===== src/rtl/div_unit.sv =====
// -----------------------------------------------------------------------------
// div_unit
//
// Multi-cycle integer divider for the EX stage (DIV / DIVU). It uses a
// radix-2 restoring algorithm that produces one quotient bit per cycle.
// While it works, it stalls the pipeline through `busy`.
//
// Ports
//   clk         system clock, rising edge
//   rst         asynchronous, active-high reset
//   start       request a division (sampled only in IDLE)
//   signed_div  1 = DIV (two's complement), 0 = DIVU; sampled with start
//   a           dividend (rs); sampled with start
//   b           divisor  (rt); sampled with start
//   annul       flush / exception; aborts any operation in progress
//   busy        stall request (combinational)
//   ready       one-cycle pulse; result is valid in the same cycle
//   result      {HI = remainder, LO = quotient}
// -----------------------------------------------------------------------------
module div_unit #(
    parameter int WIDTH = 32
) (
    input  logic                 clk,
    input  logic                 rst,
    input  logic                 start,
    input  logic                 signed_div,
    input  logic [WIDTH-1:0]     a,
    input  logic [WIDTH-1:0]     b,
    input  logic                 annul,
    output logic                 busy,
    output logic                 ready,
    output logic [2*WIDTH-1:0]   result
);

    localparam int CNT_W = $clog2(WIDTH);
    localparam logic [CNT_W-1:0] LAST_STEP = CNT_W'(WIDTH - 1);

    typedef enum logic [1:0] {
        S_IDLE    = 2'd0,
        S_DIVZERO = 2'd1,
        S_RUN     = 2'd2,
        S_DONE    = 2'd3
    } state_t;

    state_t               state_q, state_d;
    logic [CNT_W-1:0]     cnt_q, cnt_d;
    logic [WIDTH:0]       rem_q, rem_d;      // working remainder, one guard bit
    logic [WIDTH-1:0]     quo_q, quo_d;      // dividend shifting out / quotient shifting in
    logic [WIDTH-1:0]     dvsr_q, dvsr_d;    // divisor magnitude
    logic                 sdiv_q, sdiv_d;
    logic                 neg_a_q, neg_a_d;  // signed op with negative dividend
    logic                 neg_b_q, neg_b_d;  // signed op with negative divisor
    logic [2*WIDTH-1:0]   result_q, result_d;

    // Operand magnitudes: negate only for signed operations with a negative sign.
    logic                 a_neg_in, b_neg_in;
    logic [WIDTH-1:0]     a_mag, b_mag;
    logic                 accept;

    // One restoring step.
    logic [WIDTH+1:0]     shifted;
    logic [WIDTH+1:0]     trial;
    logic                 step_ok;
    logic [WIDTH:0]       rem_step;
    logic [WIDTH-1:0]     quo_step;
    logic [WIDTH-1:0]     quo_fix, rem_fix;

    always_comb begin
        a_neg_in = signed_div & a[WIDTH-1];
        b_neg_in = signed_div & b[WIDTH-1];
        a_mag    = a_neg_in ? (~a + 1'b1) : a;
        b_mag    = b_neg_in ? (~b + 1'b1) : b;
        accept   = (state_q == S_IDLE) & start & ~annul;
    end

    always_comb begin
        // rem_q < divisor always holds, so the shifted value fits in WIDTH+1
        // bits and the extra top bit makes the trial difference's sign exact.
        shifted  = {rem_q, quo_q[WIDTH-1]};
        trial    = shifted - {2'b00, dvsr_q};
        step_ok  = ~trial[WIDTH+1];
        rem_step = step_ok ? trial[WIDTH:0] : shifted[WIDTH:0];
        quo_step = {quo_q[WIDTH-2:0], step_ok};
        quo_fix  = (sdiv_q & (neg_a_q ^ neg_b_q)) ? (~quo_step + 1'b1) : quo_step;
        rem_fix  = neg_a_q ? (~rem_step[WIDTH-1:0] + 1'b1) : rem_step[WIDTH-1:0];
    end

    // ---------------- state register (plus datapath flops) -------------------
    always_ff @(posedge clk or posedge rst) begin
        if (rst) begin
            state_q  <= S_IDLE;
            cnt_q    <= '0;
            rem_q    <= '0;
            quo_q    <= '0;
            dvsr_q   <= '0;
            sdiv_q   <= 1'b0;
            neg_a_q  <= 1'b0;
            neg_b_q  <= 1'b0;
            result_q <= '0;
        end else begin
            state_q  <= state_d;
            cnt_q    <= cnt_d;
            rem_q    <= rem_d;
            quo_q    <= quo_d;
            dvsr_q   <= dvsr_d;
            sdiv_q   <= sdiv_d;
            neg_a_q  <= neg_a_d;
            neg_b_q  <= neg_b_d;
            result_q <= result_d;
        end
    end

    // ---------------- next-state logic ---------------------------------------
    always_comb begin
        state_d = state_q;
        case (state_q)
            S_IDLE: begin
                if (accept) begin
                    state_d = (b == '0) ? S_DIVZERO : S_RUN;
                end
            end
            S_RUN: begin
                if (cnt_q == LAST_STEP) begin
                    state_d = S_DONE;
                end
            end
            S_DIVZERO: state_d = S_DONE;
            S_DONE:    state_d = S_IDLE;
            default:   state_d = S_IDLE;
        endcase
        // An abort wins over everything outside IDLE.
        if (annul && (state_q != S_IDLE)) begin
            state_d = S_IDLE;
        end
    end

    // ---------------- datapath next values -----------------------------------
    always_comb begin
        cnt_d    = cnt_q;
        rem_d    = rem_q;
        quo_d    = quo_q;
        dvsr_d   = dvsr_q;
        sdiv_d   = sdiv_q;
        neg_a_d  = neg_a_q;
        neg_b_d  = neg_b_q;
        result_d = result_q;

        if (accept) begin
            sdiv_d  = signed_div;
            neg_a_d = a_neg_in;
            neg_b_d = b_neg_in;
            dvsr_d  = b_mag;
            rem_d   = '0;
            cnt_d   = '0;
            // Divide-by-zero returns the raw dividend in HI, so keep it unmodified.
            quo_d   = (b == '0) ? a : a_mag;
        end else if (!annul) begin
            if (state_q == S_RUN) begin
                rem_d = rem_step;
                quo_d = quo_step;
                cnt_d = cnt_q + CNT_W'(1);
                if (cnt_q == LAST_STEP) begin
                    result_d = {rem_fix, quo_fix};
                end
            end else if (state_q == S_DIVZERO) begin
                result_d = {quo_q, {WIDTH{1'b1}}};
            end
        end
    end

    // ---------------- outputs ------------------------------------------------
    always_comb begin
        busy   = ~rst & (accept | (state_q == S_RUN) | (state_q == S_DIVZERO));
        ready  = (state_q == S_DONE);
        result = result_q;
    end

endmodule


===== config.mk =====
export PLATFORM = sky130hd
export DESIGN_NAME = div_unit
export DESIGN_NICKNAME = d
export VERILOG_FILES = /design/src/rtl/div_unit.sv
export SDC_FILE = /design/constraint.sdc
export NUM_CORES = 1
export LEC_CHECK = 0
export CORE_MARGIN = 2
export CORE_UTILIZATION = 40
export CTS_CLUSTER_DIAMETER = 200
export CTS_CLUSTER_SIZE = 30
export DETAILED_ROUTE_END_ITERATION = 10
export HOLD_SLACK_MARGIN = 0.1
export SYNTH_ARGS = -nofsm -noshare
export SYNTH_HDL_FRONTEND = slang
export SYNTH_SLANG_ARGS = --single-unit
export TNS_END_PERCENT = 20

===== constraint.sdc =====
create_clock -name clk -period 8.3 [get_ports clk]
set_input_delay 0.83 -clock clk [delete_from_list [all_inputs] [get_ports clk]]
set_output_delay 0.83 -clock clk [all_outputs]
set_load 0.03 [all_outputs]

==> flow_metrics.env <==
export IMPL_grt_usage_pct=24.5
export IMPL_cts_tree="yes"
export IMPL_grt_pass1_wl_um=63600
export IMPL_seqCellArea_sq_um=4280
export IMPL_critPathKind="reg -> reg"
export IMPL_synth_avg_cell_area_sq_um=8.11
export IMPL_fmax_mhz=158
export IMPL_rows=64
export IMPL_timing_rr_end="result[60]$_DFFE_PP0P_"
export IMPL_crit_path_start_kind="flop"
export IMPL_clkTransAtPathRegs_ns=0.07
export IMPL_ios=135
export IMPL_yosysWarnings=0
export IMPL_viasPerCell=5.77
export IMPL_ff2ff_path_depth=19
export IMPL_hold_violations=0
export IMPL_finalCriticalPeriod_ns=6.33
export IMPL_synthCells=1544
export IMPL_routed_wl_um=39600
export IMPL_firstDrtPassIters=5
export IMPL_ys_flop_type="dfrtp_1"
export IMPL_overflow=0
export IMPL_rsz0062_at_grt="no"
export IMPL_min_path_cells=2
export IMPL_worst_clock_skew_ns=0.00783
export IMPL_status="finished, final reports clean"
export IMPL_clock_path_buffers=2
export IMPL_ant_nets=0
export IMPL_drcViolationCount=0
export IMPL_arrival_ns=6.72
export IMPL_synth_async_sr_flop_share_pct=100
export IMPL_gp_congestion=0.899
export IMPL_syn2layout_area_growth_pct=17.6
export IMPL_h_tree_depth=4
export IMPL_clk_latency_ns=0.45
export IMPL_fillers=3060
export IMPL_r2r_start="rem_q[20]$_DFFE_PP0P_"
export IMPL_reg2reg_slack_ns=1.97
export IMPL_dpl_hpwl_um=29800
export IMPL_syn_area_sq_um=12500
export IMPL_vias=11700
export IMPL_synth_cell_types=75
export IMPL_tightest_slew_ns=1.24
export IMPL_drt_initial_drc_count=976
export IMPL_max_slew_margin_pct=17.2
export IMPL_min_to="cnt_q[4]$_DFFE_PP0P_"
export IMPL_hold_class="reg -> reg"
export IMPL_antenna_cells=0
export IMPL_cts_buffers=17
export IMPL_slew_viol_final=0
export IMPL_setup_violations=0
export IMPL_drive_gt1_share_pct=4.88
export IMPL_hold_buffers=0
export IMPL_post_cts_buffers=0
export IMPL_yosys_register_bits=171
export IMPL_port_buffers=134
export IMPL_clock_sinks=171
export IMPL_final_setup_tns_ns=0
export IMPL_die_area_sq_um=32700
export IMPL_worstHoldStart="cnt_q[4]$_DFFE_PP0P_"
export IMPL_dieHeight_um=181
export IMPL_end_kind="flop"
export IMPL_min_period_over_period_pct=76.2
export IMPL_grt_pass1_vias=11500
export IMPL_die_w_um=181
export IMPL_crit_required_ns=8.69
export IMPL_seq_area_frac_synth_pct=34.2
export IMPL_path_max_fanout=18
export IMPL_core_sq_um=30700
export IMPL_syn_nets=1656
export IMPL_root_buffer="clkbuf_16"
export IMPL_cts_repair_resize_count=0
export IMPL_multi_input_area_sq_um=7700
export IMPL_start_util_pct=40.7
export IMPL_final_net_count=1741
export IMPL_avgRoutedWirePerCell_um=19.5
export IMPL_grt_max_degree=112
export IMPL_antenna_found_initial=0
export IMPL_max_cap_viol_count=0
export IMPL_synth_edf_count=0
[cells in the mapped netlist (3+ instances only)]
| library cell | n | share of area, % |
|---|---|---|
| a2111oi_0 | 5 | 0.35 |
| a211o_1 | 11 | 0.77 |
| a211oi_1 | 8 | 0.48 |
| a21o_1 | 15 | 0.90 |
| a21oi_1 | 120 | 4.8 |
| a22o_1 | 4 | 0.28 |
| a311oi_1 | 3 | 0.21 |
| a31oi_1 | 18 | 0.90 |
| a41oi_1 | 3 | 0.21 |
| and2_1 | 12 | 0.60 |
| and3_1 | 14 | 0.70 |
| buf_1 | 6 | 0.18 |
| buf_2 | 6 | 0.24 |
| clkbuf_1 | 69 | 2.1 |
| dfrtp_1 | 171 | 34 |
| ha_1 | 42 | 4.2 |
| inv_1 | 67 | 2.0 |
| mux2_2 | 12 | 1.1 |
| mux2i_1 | 63 | 5.0 |
| nand2_1 | 203 | 6.1 |
| nand2b_1 | 9 | 0.45 |
| nand3_1 | 30 | 1.2 |
| nand3b_1 | 3 | 0.18 |
| nand4_1 | 8 | 0.40 |
| nor2_1 | 124 | 3.7 |
| nor2b_1 | 11 | 0.55 |
| nor3_1 | 29 | 1.2 |
| nor4_1 | 22 | 1.1 |
| nor4b_1 | 3 | 0.21 |
| o211ai_1 | 10 | 0.60 |
| o21a_1 | 4 | 0.24 |
| o21ai_0 | 180 | 7.2 |
| o21ai_1 | 8 | 0.32 |
| o21bai_1 | 3 | 0.18 |
| o22ai_1 | 3 | 0.15 |
| o31ai_1 | 23 | 1.4 |
| o41ai_1 | 17 | 1.2 |
| or3_1 | 17 | 0.85 |
| or4_1 | 9 | 0.54 |
| xnor2_1 | 78 | 5.5 |
| xor2_1 | 57 | 4.0 |
[worst max-delay path, cell delays in order (launching register included)]
cell and delay [ns]:
dfrtp_1 0.41, ha_1 0.52, nand3_1 0.17, or3_1 0.50, nor3_1 0.34, o21ai_1 0.25, a21oi_2 0.71, nor2_2 0.11
inv_2 0.17, mux2i_1 0.28, ha_1 0.28, o2111ai_1 0.14, nor4_1 0.32, nand3_1 0.12, nor3_1 0.28, a2bb2o_4 0.29
or4_4 0.56, or4_1 0.52, a31oi_1 0.18, a21o_1 0.11
[flip-flops by register name, summed over array words and instances (netlist names)]
register and flops:
quo_q 32, sdiv_q 1, state_q 2, result 64
rem_q 33, neg_a_q 1, neg_b_q 1, dvsr_q 32
cnt_q 5
[cell usage in the layout (no fill, tap or decap), types with 23 or more instances in the layout]
| cell | Yosys | routed |
|---|---|---|
| nand2_1 | 203 | 202 |
| a21oi_1 | 120 | 120 |
| xor2_1 | 57 | 57 |
| o31ai_1 | 23 | 23 |
| nor2_1 | 124 | 122 |
| o21ai_0 | 180 | 180 |
| ha_1 | 42 | 41 |
| inv_1 | 67 | 66 |
| xnor2_1 | 78 | 78 |
| clkdlybuf4s50_1 | 0 | 134 |
| mux2i_1 | 63 | 63 |
| nor3_1 | 29 | 29 |
| dfrtp_1 | 171 | 171 |
| nand3_1 | 30 | 29 |
[stage by stage]
step                      worst slack (ns)  utilization [%]  area (sq um)  instances  hold slack, ns
final                                 1.97             47.9         14700       2037           0.481
after detailed placement              2.15             46.1         14200       2006           0.469
after global placement                2.27             46.1         14200       2006           0.456
after floorplan                       2.13                -         12500       1544           0.445
after CTS                             2.12             47.9         14700       2037           0.484
after global routing                  1.56             47.9         14700       2037           0.503
[cells by family (layout without fill, tap and decap cells)]
kind of cell / after synthesis / count (layout) / synth area share [%]
buf+inv: 150 / 247 / 4.56
compound gates: 466 / 466 / 22.8
flops: 171 / 171 / 34.2
simple gates: 503 / 503 / 18.5
mux: 76 / 76 / 6.20
xor+xnor: 135 / 135 / 9.44
fa+ha+maj: 43 / 43 / 4.36
[metal layers]
layer	up-vias	GRT usage (%)	share of wire, %
met3	58	4.03	5.5
li1	5703	-	-
met2	327	39.9	46
met4	0	7.45	2.3
met1	5659	33.6	46
met5	-	0	0
[worst max-delay path by stage]
stage,start,end,slack (ns)
floorplan,rem_q[19]$_DFFE_PP0P_,result[62]$_DFFE_PP0P_,2.13
global placement,rem_q[20]$_DFFE_PP0P_,result[62]$_DFFE_PP0P_,2.27
detailed placement,rem_q[20]$_DFFE_PP0P_,result[62]$_DFFE_PP0P_,2.15
CTS,rem_q[20]$_DFFE_PP0P_,result[60]$_DFFE_PP0P_,2.12
global route,rem_q[20]$_DFFE_PP0P_,result[62]$_DFFE_PP0P_,1.56
finish,rem_q[20]$_DFFE_PP0P_,result[60]$_DFFE_PP0P_,1.97
[cell type report]
cell class                      instances  area share [%]
Clock buffer                           19            3.01
Timing Repair Buffer                  147            9.77
Clock inverter                         12           0.790
Tap cell                              396            3.36
Multi-Input combinational cell       1223            52.2
Sequential cell                       171            29.0
Inverter                               69            1.79
Power is not shown: default switching activity piles up to over one toggle a cycle in this logic, so the estimate is an artifact.
